[config.mk]
export PLATFORM = sky130hd
export DESIGN_NAME = ibex_rvfi_trace_fifo
export DESIGN_NICKNAME = d
export VERILOG_FILES = /design/src/rtl/ibex_rvfi_trace_fifo.sv
export SDC_FILE = /design/constraint.sdc
export NUM_CORES = 1
export LEC_CHECK = 0
export BUFFER_PORTS_ARGS = -buffer_cell sky130_fd_sc_hd__buf_2
export CORE_UTILIZATION = 45
export CTS_CLUSTER_SIZE = 40
export DETAILED_ROUTE_END_ITERATION = 10
export PLACE_DENSITY_LB_ADDON = 0.2
export SYNTH_ARGS = -nofsm -noshare
export SYNTH_HDL_FRONTEND = slang
export SYNTH_SLANG_ARGS = --single-unit
[constraint.sdc]
create_clock -name clk_i -period 10.9 [get_ports clk_i]
set_input_delay 0.545 -clock clk_i [delete_from_list [all_inputs] [get_ports clk_i]]
set_output_delay 0.545 -clock clk_i [all_outputs]
set_load 0.05 [all_outputs]
[src/rtl/ibex_rvfi_trace_fifo.sv]
// RVFI retirement trace buffer with stop-on-full,
// ring-overwrite and post-trigger freeze capture.
module ibex_rvfi_trace_fifo #(
  parameter int unsigned Depth         = 16,
  parameter int unsigned PostTrigCount = 8,
  parameter int unsigned DropCntW      = 16,
  localparam int unsigned CntW = $clog2(Depth + 1)
) (
  input  logic                clk_i,
  input  logic                rst_ni,
  input  logic                setback_i,
  input  logic [1:0]          mode_i,
  input  logic                arm_i,
  input  logic                trig_i,
  input  logic                rvfi_valid,
  input  logic                rvfi_trap,
  input  logic                rvfi_intr,
  input  logic [1:0]          rvfi_mode,
  input  logic [4:0]          rvfi_rd_addr,
  input  logic [31:0]         rvfi_rd_wdata,
  input  logic [31:0]         rvfi_pc_rdata,
  input  logic [31:0]         rvfi_insn,
  output logic                out_valid_o,
  input  logic                out_ready_i,
  output logic [104:0]        out_record_o,
  output logic [CntW-1:0]     count_o,
  output logic [DropCntW-1:0] drop_cnt_o,
  output logic [1:0]          state_o,
  output logic                frozen_o
);

  localparam int unsigned PtrW = $clog2(Depth);

  typedef struct packed {
    logic        trap;
    logic        intr;
    logic [1:0]  mode;
    logic [4:0]  rd_addr;
    logic [31:0] pc;
    logic [31:0] insn;
    logic [31:0] wdata;
  } rec_t;

  typedef enum logic [1:0] {
    StIdle   = 2'd0,
    StArmed  = 2'd1,
    StPost   = 2'd2,
    StFrozen = 2'd3
  } state_e;

  state_e          state_q, state_d;
  logic [1:0]      mode_q, mode_d;
  logic [PtrW-1:0] post_q, post_d;
  logic [PtrW-1:0] wptr_q, rptr_q;
  logic [CntW-1:0] count_q;
  logic [DropCntW-1:0] drop_q;
  rec_t            mem [Depth];
  rec_t            wr_rec;

  logic capture, pop, full;
  logic push_ok, overwrite, drop;

  assign wr_rec = {rvfi_trap, rvfi_intr,
                   rvfi_mode, rvfi_rd_addr,
                   rvfi_pc_rdata, rvfi_insn,
                   rvfi_rd_wdata};

  assign capture = rvfi_valid &&
                   (state_q == StArmed ||
                    state_q == StPost);
  assign out_valid_o = (count_q != '0);
  assign pop  = out_valid_o && out_ready_i;
  assign full = (count_q == CntW'(Depth));

  // A pop in the same cycle always frees a slot.
  assign push_ok   = capture && (!full || pop);
  assign drop      = capture && full && !pop;
  assign overwrite = drop && (mode_q != 2'd0);

  assign out_record_o = out_valid_o ?
                        mem[rptr_q] : '0;
  assign count_o    = count_q;
  assign drop_cnt_o = drop_q;
  assign state_o    = state_q;
  assign frozen_o   = (state_q == StFrozen);

  // Capture-control next state; mode 3 folds to 0.
  always_comb begin
    state_d = state_q;
    mode_d  = mode_q;
    post_d  = post_q;
    unique case (state_q)
      StIdle, StFrozen: begin
        if (arm_i) begin
          state_d = StArmed;
          mode_d  = (mode_i == 2'd3) ?
                    2'd0 : mode_i;
        end
      end
      StArmed: begin
        if (mode_q == 2'd2 && trig_i) begin
          if (PostTrigCount == 0) begin
            state_d = StFrozen;
          end else begin
            state_d = StPost;
            post_d  = PtrW'(PostTrigCount);
          end
        end
      end
      StPost: begin
        if (capture) begin
          post_d = post_q - PtrW'(1);
          if (post_q == PtrW'(1)) begin
            state_d = StFrozen;
          end
        end
      end
      default: state_d = StIdle;
    endcase
  end

  // Control state register.
  always_ff @(posedge clk_i or negedge rst_ni) begin
    if (!rst_ni) begin
      state_q <= StIdle;
      mode_q  <= 2'd0;
      post_q  <= '0;
    end else if (setback_i) begin
      state_q <= StIdle;
      mode_q  <= 2'd0;
      post_q  <= '0;
    end else begin
      state_q <= state_d;
      mode_q  <= mode_d;
      post_q  <= post_d;
    end
  end

  // Pointers, occupancy and saturating drop count.
  always_ff @(posedge clk_i or negedge rst_ni) begin
    if (!rst_ni) begin
      wptr_q  <= '0;
      rptr_q  <= '0;
      count_q <= '0;
      drop_q  <= '0;
    end else if (setback_i) begin
      wptr_q  <= '0;
      rptr_q  <= '0;
      count_q <= '0;
      drop_q  <= '0;
    end else begin
      if (push_ok || overwrite) begin
        wptr_q <= wptr_q + PtrW'(1);
      end
      if (pop || overwrite) begin
        rptr_q <= rptr_q + PtrW'(1);
      end
      if (push_ok && !pop) begin
        count_q <= count_q + CntW'(1);
      end else if (pop && !push_ok) begin
        count_q <= count_q - CntW'(1);
      end
      if (drop && drop_q != '1) begin
        drop_q <= drop_q + DropCntW'(1);
      end
    end
  end

  // Record storage; contents masked when empty.
  always_ff @(posedge clk_i) begin
    if (!setback_i && (push_ok || overwrite)) begin
      mem[wptr_q] <= wr_rec;
    end
  end

endmodule

# Word level (Yosys, flattened, before mapping)
# Memory sizes are Yosys's and may differ from the RTL's.
# Cells that the tools add are included.
# word_totals
register_bits	37
latch_bits	0
ram_bits	1680
mem_bits_ro	0
output_inout_bits	130
elab_cells	85
memories	1
# memory_table
memory	depth	width	rd	rd_clocked_by_memory_dff	wr	line	source
mem	16	105	1	0	1	57	rec_t mem [Depth];
# op_classes
addsub	6
multipliers	0
div_mod_pow	0
magnitude_cmp	0
n_eq_ne	12
shift	0
n_mux	26
bitwise_logic	0
n_reduce_logical	33
# op_table
operator	n
$mux 105	1
$mux 16	2
$mux 4	7
$mux 2	9
$add 16x1->16 const B	1
$ne 16x16->1 const B	1
$mux 5	3
$reduce_bool 2->1	6
$logic_and 1x1->1	11
$add 4x1->4 const B	2
$eq 2x2->1 const B	4
$pmux 4 s2	1
$ne 3x2->1 const B	2
$ne 3x3->1 const B	2
$pmux 2 s3	1
$reduce_bool 3->1	2
$add 5x1->5 const B	1
$eq 5x5->1 const B	1
$reduce_bool 5->1	1
$sub 5x1->5 const B	1
$eq 4x1->1 const B	1
$logic_not 1->1	4
$logic_or 1x1->1	4
$reduce_and 4->1	1
7 further kinds	8

# Depth between registers and ports, before layout
# Gate-level depths: netlist (run 1).
# logic_depth
depth_word	10
ltp_mapped	11
ltp_nobuf	10

# Least setup slack after synthesis (run 1)
# OpenSTA, ideal clock, no wires.
# synth_path
kind	reg2reg
startpoint	register state_q[0] (netlist: state_o[0])
endpoint	memory mem[0][0] (netlist name) (enable)
arrival_ns	9.152
t_required_ns	10.202
path_slack_ns	1.050
path_stages_with_launch	9
cell_sequence	dfrtp_1 > inv_1 > ha_1 > nor2b_1 > clkbuf_1 > o31a_1 > and2_1 > nand2_1 > nor3_1
# synth_via
elab_chain_len	10
# synth_lines
item	line	source
from (decl)	51	state_e state_q, state_d;
from (signal assigned)	125	state_q <= StIdle;
from (signal assigned)	129	state_q <= StIdle;
from (signal assigned)	133	state_q <= state_d;
$eq 2x1->1 / $eq 2x2->1 (equally long branches)	69, 70	
$logic_or 1x1->1 *	69	(state_q == StArmed ||
$logic_and 1x1->1 *	68	assign capture = rvfi_valid &&
$logic_and 1x1->1 (2 in series)	77	assign drop = capture && full && !pop;
$logic_and 1x1->1	78	assign overwrite = drop && (mode_q != 2'd0);
$logic_or 1x1->1 *	171	if (!setback_i && (push_ok || overwrite)) begin
$logic_and 1x1->1 *	171	
$mux 1 *	171	
$mux 1 (not written as such) *	172	mem[wptr_q] <= wr_rec;
to (decl)	57	
# Mark *: on every way between the ends. The rest lies on a longest branch, timed or not.

# Worst setup path in the final report (run 1)
# layout_path
startpoint	register rptr_q[0]
endpoint	output out_record_o[74]
# layout_via
elab_chain_len	2
# layout_lines
item	line	source
from (decl)	54	logic [PtrW-1:0] wptr_q, rptr_q;
from (signal assigned)	156	rptr_q <= rptr_q + PtrW'(1);
$mem_v2 16x105	-	
$mux 105	80	assign out_record_o = out_valid_o ?
to (decl)	25	output logic [104:0] out_record_o,
# No other way between the ends.

==> impl_metrics.py, run 1 <==
metrics = {
    "clocking": {
        "clk_latency_ps": 800,
        "post_cts_buffers": 0,
        "post_cts_resized": 0,
        "cts_tree": "yes",
        "cts_buffers": 174,
        "numClockSinks": 1717,
        "cts_hold_buf": 1,
        "htree_num_levels": 4,
        "clockBufferDepth": 3,
        "cts_root_buf": "clkbuf_16",
        "clkSlewWorstSetupHoldPaths_ps": 60,
    },
    "outcome": {
        "status": "complete, no violations",
    },
    "setup_path": {
        "crit_required_ps": 10360,
        "arrival_ps": 4930,
        "crit_fanout": 50,
        "r2r_slack_ps": 6080,
        "ff2ff_path_depth": 9,
        "r2r_end": "mem[9][29]$_DFFE_PP_",
        "reg2reg_from": "state_o[0]$_DFFE_PN0P_",
        "crit_start": "rptr_q[0]$_DFFE_PN0P_",
        "critPathCaptureType": "output port",
        "crit_end": "out_record_o[74]",
        "worstSetupStartpointType": "register",
        "timing_worst_setup_path_type": "register to output port",
    },
    "synthesis": {
        "syn_area_per_cell_um2": 23.23,
        "synth_top_family_by_area": "multiplexers",
        "muxShareOfSynthArea": 0.1772,
        "synthTopCellsByCount": "edfxtp_1 (1680), mux4_2 (420), mux2i_1 (211), o22ai_1 (105), clkbuf_1 (72)",
        "synth_compound_area_frac": 0.01415,
        "ys_ff_latch": 1717,
        "synth_xor_area_frac": 0.002269,
        "async_flop_share": 0.02155,
        "netlist_instances": 2825,
        "synth_cell_types": 49,
        "synth_top_area_cell": "edfxtp_1",
        "syn_area_um2": 65630,
        "ys_warn_count": 0,
        "synth_edf_count": 1680,
        "yosys.cell_count.top_type": "edfxtp_1",
        "synth_fa_ha_area_frac": 0.003165,
        "synthSimpleGateAreaFrac": 0.01001,
        "synth_nets": 2955,
        "seq_area_frac_synth": 0.7828,
        "synth_flop_cell": "edfxtp_1",
        "yosysTopAreaCellShare": 0.7687,
        "netlist_top_cells_area": "edfxtp_1 (77%), mux4_2 (14%), mux2i_1 (3.2%)",
    },
    "global_routing": {
        "grt_max_degree": 172,
        "antenna_found_initial": 24,
        "grt_pass1_wl_mm": 216.2,
        "grt_overflow_total": 0,
        "grt_use_total": 0.2016,
        "grt_pass1_vias": 32140,
    },
    "placement": {
        "numPortBuffers": 243,
        "gp_congestion": 0.7543,
        "dp_hpwl_mm": 76.54,
        "dp_slack_ps": 5964,
        "dp_cells": 4877,
    },
    "floorplan": {
        "ios": 244,
        "die_x_um": 383.9,
        "initial_core_util": 0.4552,
        "rows": 139,
        "dieArea_um2": 147400,
        "core-area_um2": 144200,
        "die_h_um": 383.9,
    },
    "cells_and_area": {
        "drive_gt1_frac": 0.2994,
        "area_growth_pct": 13.67,
        "nets": 3281,
        "stdcell_count": 5198,
    },
    "power": {
        "power_uw": 17190,
        "ir_drop_v": 0.0001794,
        "cellLeakagePower_uw": 0.02283,
        "powerDensity_nw_per_um2": 230.5,
    },
    "drt": {
        "viasPerCell": 5.816,
        "drtIter0Drc": 2461,
        "routedWlPerCell_um": 28.18,
        "totalWireLength_mm": 146.5,
        "via_count": 30230,
        "dr.pass1.iters": 5,
        "ant_nets": 0,
        "drc_errors": 0,
    },
    "timing": {
        "relSlewSlack": 0.1414,
        "fin_skew_ps": 26.86,
        "hold_viol_final": 0,
        "tightest_slew_ps": 1288,
        "setup_viol_count_final": 0,
        "worst_slack_ps": 5422,
        "rsz0062_at_grt": "false",
        "timing.final.crit_share": 0.5025,
        "drv_slew": 0,
        "finalSetupTns_ps": 0,
        "period_minus_slack_ps": 5478,
        "max_freq_mhz": 182.6,
    },
    "job": {
        "drv_cap": 0,
    },
    "hold_path": {
        "min_path_type": "input pin to register",
    },
}
worst max-delay path: stages (launching register included):
cell	delay (ps)
dfrtp_4	880
buf_4	850
buf_4	950
mux4_2	600
mux2i_1	200
o22ai_1	230
buf_2	330
layout by cell type (no fill, tap or decap), types with 4 or more instances in the layout:
cell and n:
o21ai_0 10, nor3_1 7, ha_1 15, a21oi_1 14, mux4_2 420, o22ai_1 105, xnor2_1 11, clkbuf_16 179
o211ai_1 5, or3_1 5, nor2_4 12, mux2i_1 211, buf_4 53, nand3_1 9, xor2_1 6, mux2_2 5
inv_1 11, buf_2 243, nand4_1 5, nand2_1 22, nor3_2 4, clkbuf_1 36, clkinv_2 30, dfrtp_1 34
clkinv_1 46, inv_6 5, edfxtp_1 1680, bufinv_16 8, nor2_1 32, buf_12 4, diode_2 5, nand2b_1 5
report_power, final:
group / internal (µW) / switching, µW
Clock: 3190 / 2420
Sequential: 7380 / 93.9
Combinational: 1480 / 2630
sequential cells by signal, summed over array words and instances, names as in the netlist:
signal      cells
post_q          4
wptr_q          4
mode_q          2
rptr_q          4
count_o         5
mem          1680
state_o         2
drop_cnt_o     16
per-layer routing:
layer | vias to the layer above | GRT usage | share of wire
met4 | 16 | 0.04766 | 0.018
met2 | 824 | 0.3441 | 0.51
met1 | 16460 | 0.2696 | 0.41
li1 | 12730 | - | -
met3 | 200 | 0.03598 | 0.056
met5 | - | 0 | 0.00075
stage by stage:
stage | instance area (µm²) | util | hold WS, ps
2_1_floorplan | 65630 | - | 249.4
3_5_place_dp | 69200 | 0.4799 | 524.7
5_1_grt | 74590 | 0.5173 | 84.45
4_1_cts | 74590 | 0.5173 | 43.04
3_3_place_gp | 69200 | 0.4799 | 510.9
6_report | 74600 | 0.5174 | 97.82
layout make-up:
cell class	instances	area (µm²)
Clock buffer	215	4614
Inverter	11	41.29
Antenna cell	5	12.51
Timing Repair Buffer	301	1704
Sequential cell	1717	51390
Fill cell	11120	69580
Multi-Input combinational cell	946	13690
Clock inverter	100	765.7
Tap cell	1903	2381
worst min path at each step:
| stage | start | endpoint | slack, ps | cells past startpoint |
|---|---|---|---|---|
| floorplan | rst_ni | count_o[0]$_DFFE_PN0P_ | 250 | 0 |
| detailed placement | post_q[1]$_DFFE_PN0P_ | post_q[1]$_DFFE_PN0P_ | 520 | 1 |
| global route | mode_i[1] | mode_q[0]$_DFFE_PN0P_ | 80 | 4 |
| global placement | mode_q[0]$_DFFE_PN0P_ | mode_q[0]$_DFFE_PN0P_ | 510 | 2 |
| finish | mode_i[1] | mode_q[0]$_DFFE_PN0P_ | 100 | 4 |
| CTS | mode_i[1] | mode_q[0]$_DFFE_PN0P_ | 40 | 4 |
cell families (layout without fill, tap and decap cells):
group / Yosys count / count (layout)
simple gates: 129 / 129
compound gates: 148 / 148
buf+inv: 162 / 627
mux: 636 / 636
flops: 1717 / 1717
xor+xnor: 17 / 17
other cells: 0 / 5
fa+ha+maj: 16 / 16
(Power assumes the default switching activity.)
==> inputs of run 2 (changes only) <==
--- a/config.mk
+++ b/config.mk
@@ -5,6 +5,7 @@
 export SDC_FILE = /design/constraint.sdc
 export NUM_CORES = 1
 export LEC_CHECK = 0
+export ABC_AREA = 1
 export BUFFER_PORTS_ARGS = -buffer_cell sky130_fd_sc_hd__buf_2
 export CORE_UTILIZATION = 45
 export CTS_CLUSTER_SIZE = 40
==> constraint.sdc (replaced) <==
create_clock -name clk_i -period 5.3 [get_ports clk_i]
set_input_delay 0.265 -clock clk_i [delete_from_list [all_inputs] [get_ports clk_i]]
set_output_delay 0.265 -clock clk_i [all_outputs]
set_load 0.05 [all_outputs]
==> run 2 against run 1 <==
  * Via count up 41%
  * Cell area grew 4.7%
  * Worst setup slack worse by 4600 ps
==> impl_metrics.py, run 2 <==
metrics = {
    "timing": {
        "relSlewSlack": 0.1896,
        "timing.final.crit_share": 0.8379,
        "tightest_slew_ps": 1216,
        "rsz0062_at_grt": "false",
        "holdWs_ps": 66.98,
        "drv_slew": 0,
        "max_freq_mhz": 225.2,
        "setup_viol_count_final": 0,
        "fin_skew_ps": 30.64,
        "period_minus_slack_ps": 4441,
        "hold_viol_final": 0,
        "finalSetupTns_ps": 0,
    },
    "setup_path": {
        "critPathSlowestCell": "buf_4",
        "timing_worst_setup_path_type": "register to output port",
        "worst-path-buf-inv": 2,
        "arrival_ps": 4180,
        "ff2ff_path_depth": 9,
        "critPathMaxStageDelay_ps": 920,
        "reg2reg_from": "state_o[0]$_DFFE_PN0P_",
        "crit_fanout": 107,
        "crit_end": "out_record_o[104]",
        "worstSetupStartpointType": "register",
        "crit_path_cell_trace": "buf_4, o21ai_0, o211ai_1, nand3_1, a21oi_1, buf_2",
        "r2r_slack_ps": 1420,
        "r2r_end": "mem[2][74]$_DFFE_PP_",
        "critPathCaptureType": "output port",
        "crit_start": "rptr_q[1]$_DFFE_PN0P_",
        "crit_required_ps": 5040,
        "crit_cells": 6,
        "path_delay_family": "buffers and inverters",
    },
    "clocking": {
        "cts_tree": "yes",
        "clk_latency_ps": 800,
        "cts_root_buf": "clkbuf_16",
        "htree_num_levels": 4,
        "cts_buffers": 178,
        "numClockSinks": 1717,
        "clkSlewWorstSetupHoldPaths_ps": 60,
        "clockBufferDepth": 3,
    },
    "cells_and_area": {
        "final_cell_mix": "edfxtp_1 (1680), nor2_1 (1287), o21ai_0 (746)",
        "largest_reg_flops": 1680,
        "regMostFlops": "mem",
        "area_growth_pct": 14.25,
        "drive_gt1_frac": 0.1019,
        "nets": 5602,
        "layout_commonest_cell": "edfxtp_1",
        "final_area_um2": 78070,
    },
    "synthesis": {
        "netlist_top_cells_area": "edfxtp_1 (74%), nor2_1 (7.1%), o21ai_0 (5.5%)",
        "synth_cell_types": 33,
        "netlist_instances": 5224,
        "ys_ff_latch": 1717,
        "async_flop_share": 0.02155,
        "synth_flop_cell": "edfxtp_1",
        "syn_area_um2": 68340,
        "synth_edf_count": 1680,
        "yosys.cell_count.top_type": "edfxtp_1",
        "ys_warn_count": 0,
        "synth_top_area_cell": "edfxtp_1",
        "synth_nets": 5354,
        "syn_area_per_cell_um2": 13.08,
        "synthTopCellsByCount": "edfxtp_1 (1680), nor2_1 (1295), o21ai_0 (746), o211ai_1 (420), nand3_1 (254)",
        "seq_area_frac_synth": 0.7518,
        "yosysTopAreaCellShare": 0.7382,
    },
    "drt": {
        "dr.pass1.iters": 7,
        "via_count": 42770,
        "ant_nets": 0,
        "drtIter0Drc": 3771,
        "routedWlPerCell_um": 22.67,
        "drc_errors": 0,
        "totalWireLength_mm": 172.8,
        "viasPerCell": 5.611,
    },
    "placement": {
        "dp_hpwl_mm": 82.79,
        "gp_congestion": 0.7636,
        "numPortBuffers": 243,
        "placed_cell_area_um2": 71530,
    },
    "floorplan": {
        "die_x_um": 391.7,
        "ios": 244,
        "dieArea_um2": 153400,
        "rows": 142,
        "die_h_um": 391.7,
        "initial_core_util": 0.4546,
        "core-area_um2": 150300,
    },
    "global_routing": {
        "grt_pass1_wl_mm": 260.1,
        "grt_pass1_vias": 41070,
        "grt_overflow_total": 0,
        "grt_use_total": 0.2245,
        "grt_max_degree": 192,
        "antenna_found_initial": 14,
    },
    "power": {
        "cellLeakagePower_uw": 0.02537,
        "ir_drop_v": 0.0004619,
        "powerDensity_nw_per_um2": 479.5,
        "power_uw": 37430,
    },
    "hold_path": {
        "min_path_cells": 7,
        "min_path_type": "input pin to register",
    },
    "outcome": {
        "status": "complete, no violations",
    },
    "job": {
        "drv_cap": 0,
    },
}
==> run 2: changes by cell type in the layout (fill, tap and decap cells not counted), moves of 31 or more <==
| cell | previous run | this run |
|---|---|---|
| nand2_1 | 22 | 78 |
| o211ai_1 | 5 | 420 |
| dlygate4sd3_1 | 1 | 117 |
| nand3_1 | 9 | 254 |
| buf_12 | 4 | 35 |
| mux4_2 | 420 | 0 |
| o21ai_1 | 0 | 121 |
| a21oi_1 | 14 | 109 |
| o22ai_1 | 105 | 1 |
| nor2_1 | 32 | 1287 |
| o21ai_0 | 10 | 746 |
| mux2i_1 | 211 | 0 |
==> run 2: cell families after synthesis <==
group | after synthesis | synth area share
buffers and inverters | 415 | 0.02845
adder cells (fa/ha/maj) | 16 | 0.003039
AO/OA/AOI/OAI | 1403 | 0.1183
XOR/XNOR | 10 | 0.001282
AND/OR/NAND/NOR | 1663 | 0.09715
flip-flops | 1717 | 0.7518
==> run 2: final cells by class <==
type / instances / area (µm²)
well taps: 2016 / 2522
flip-flops and latches: 1717 / 51390
multi-input cells: 3092 / 15170
fillers: 12760 / 72240
diodes: 4 / 10.01
clock inverters: 80 / 585.6
repair buffers: 438 / 3411
clock buffers: 231 / 4781
inverters: 45 / 201.4
==> run 2: power by group <==
group | leakage, µW | internal (µW) | switching, µW
Clock | 0.00261 | 6570 | 5060
Sequential | 0.0156 | 15200 | 193
Combinational | 0.00716 | 2550 | 7890
==> run 2: stage by stage <==
step	std cells	setup slack, ps	utilization
2_1_floorplan	5224	-1469	-
4_1_cts	7619	781.2	0.5194
3_5_place_dp	7191	1382	0.4759
6_report	7623	859.3	0.5194
5_1_grt	7619	505.8	0.5194
3_3_place_gp	7191	1489	0.4759
==> run 2: metal layers <==
metal  vias to the layer above  track usage  part of all wire
li1                      19810            -                 -
met1                     21470       0.3219              0.45
met2                      1201       0.3567              0.47
met3                       270      0.03776             0.059
met4                        18      0.05675             0.020
met5                         -            0           0.00058
==> run 2: how the worst min path moves through the flow <==
stage / end / from / slack [ps]
2_1_floorplan: count_o[0]$_DFFE_PN0P_ / rst_ni / -30
3_3_place_gp: drop_cnt_o[0]$_DFFE_PN0P_ / rst_ni / 450
3_5_place_dp: drop_cnt_o[0]$_DFFE_PN0P_ / rst_ni / 460
4_1_cts: count_o[4]$_DFFE_PN0P_ / rvfi_valid / 20
5_1_grt: count_o[4]$_DFFE_PN0P_ / rvfi_valid / 110
6_report: count_o[4]$_DFFE_PN0P_ / rvfi_valid / 70
==> run 2: repair_timing <==
item                       CTS  global route
hold buffers               117             0
resized for setup            0             0
hold endpoints to repair  1733             0
buffers inserted             0             0
==> run 2: worst reg2reg max path, stage by stage, from the launching register on <==
cell and delay, ps:
dfrtp_1 390, inv_1 70, ha_1 320, nor2_1 350, o21ai_2 120, buf_4 240, nor2_1 210, nand2_1 280
nor2_4 750, buf_12 570
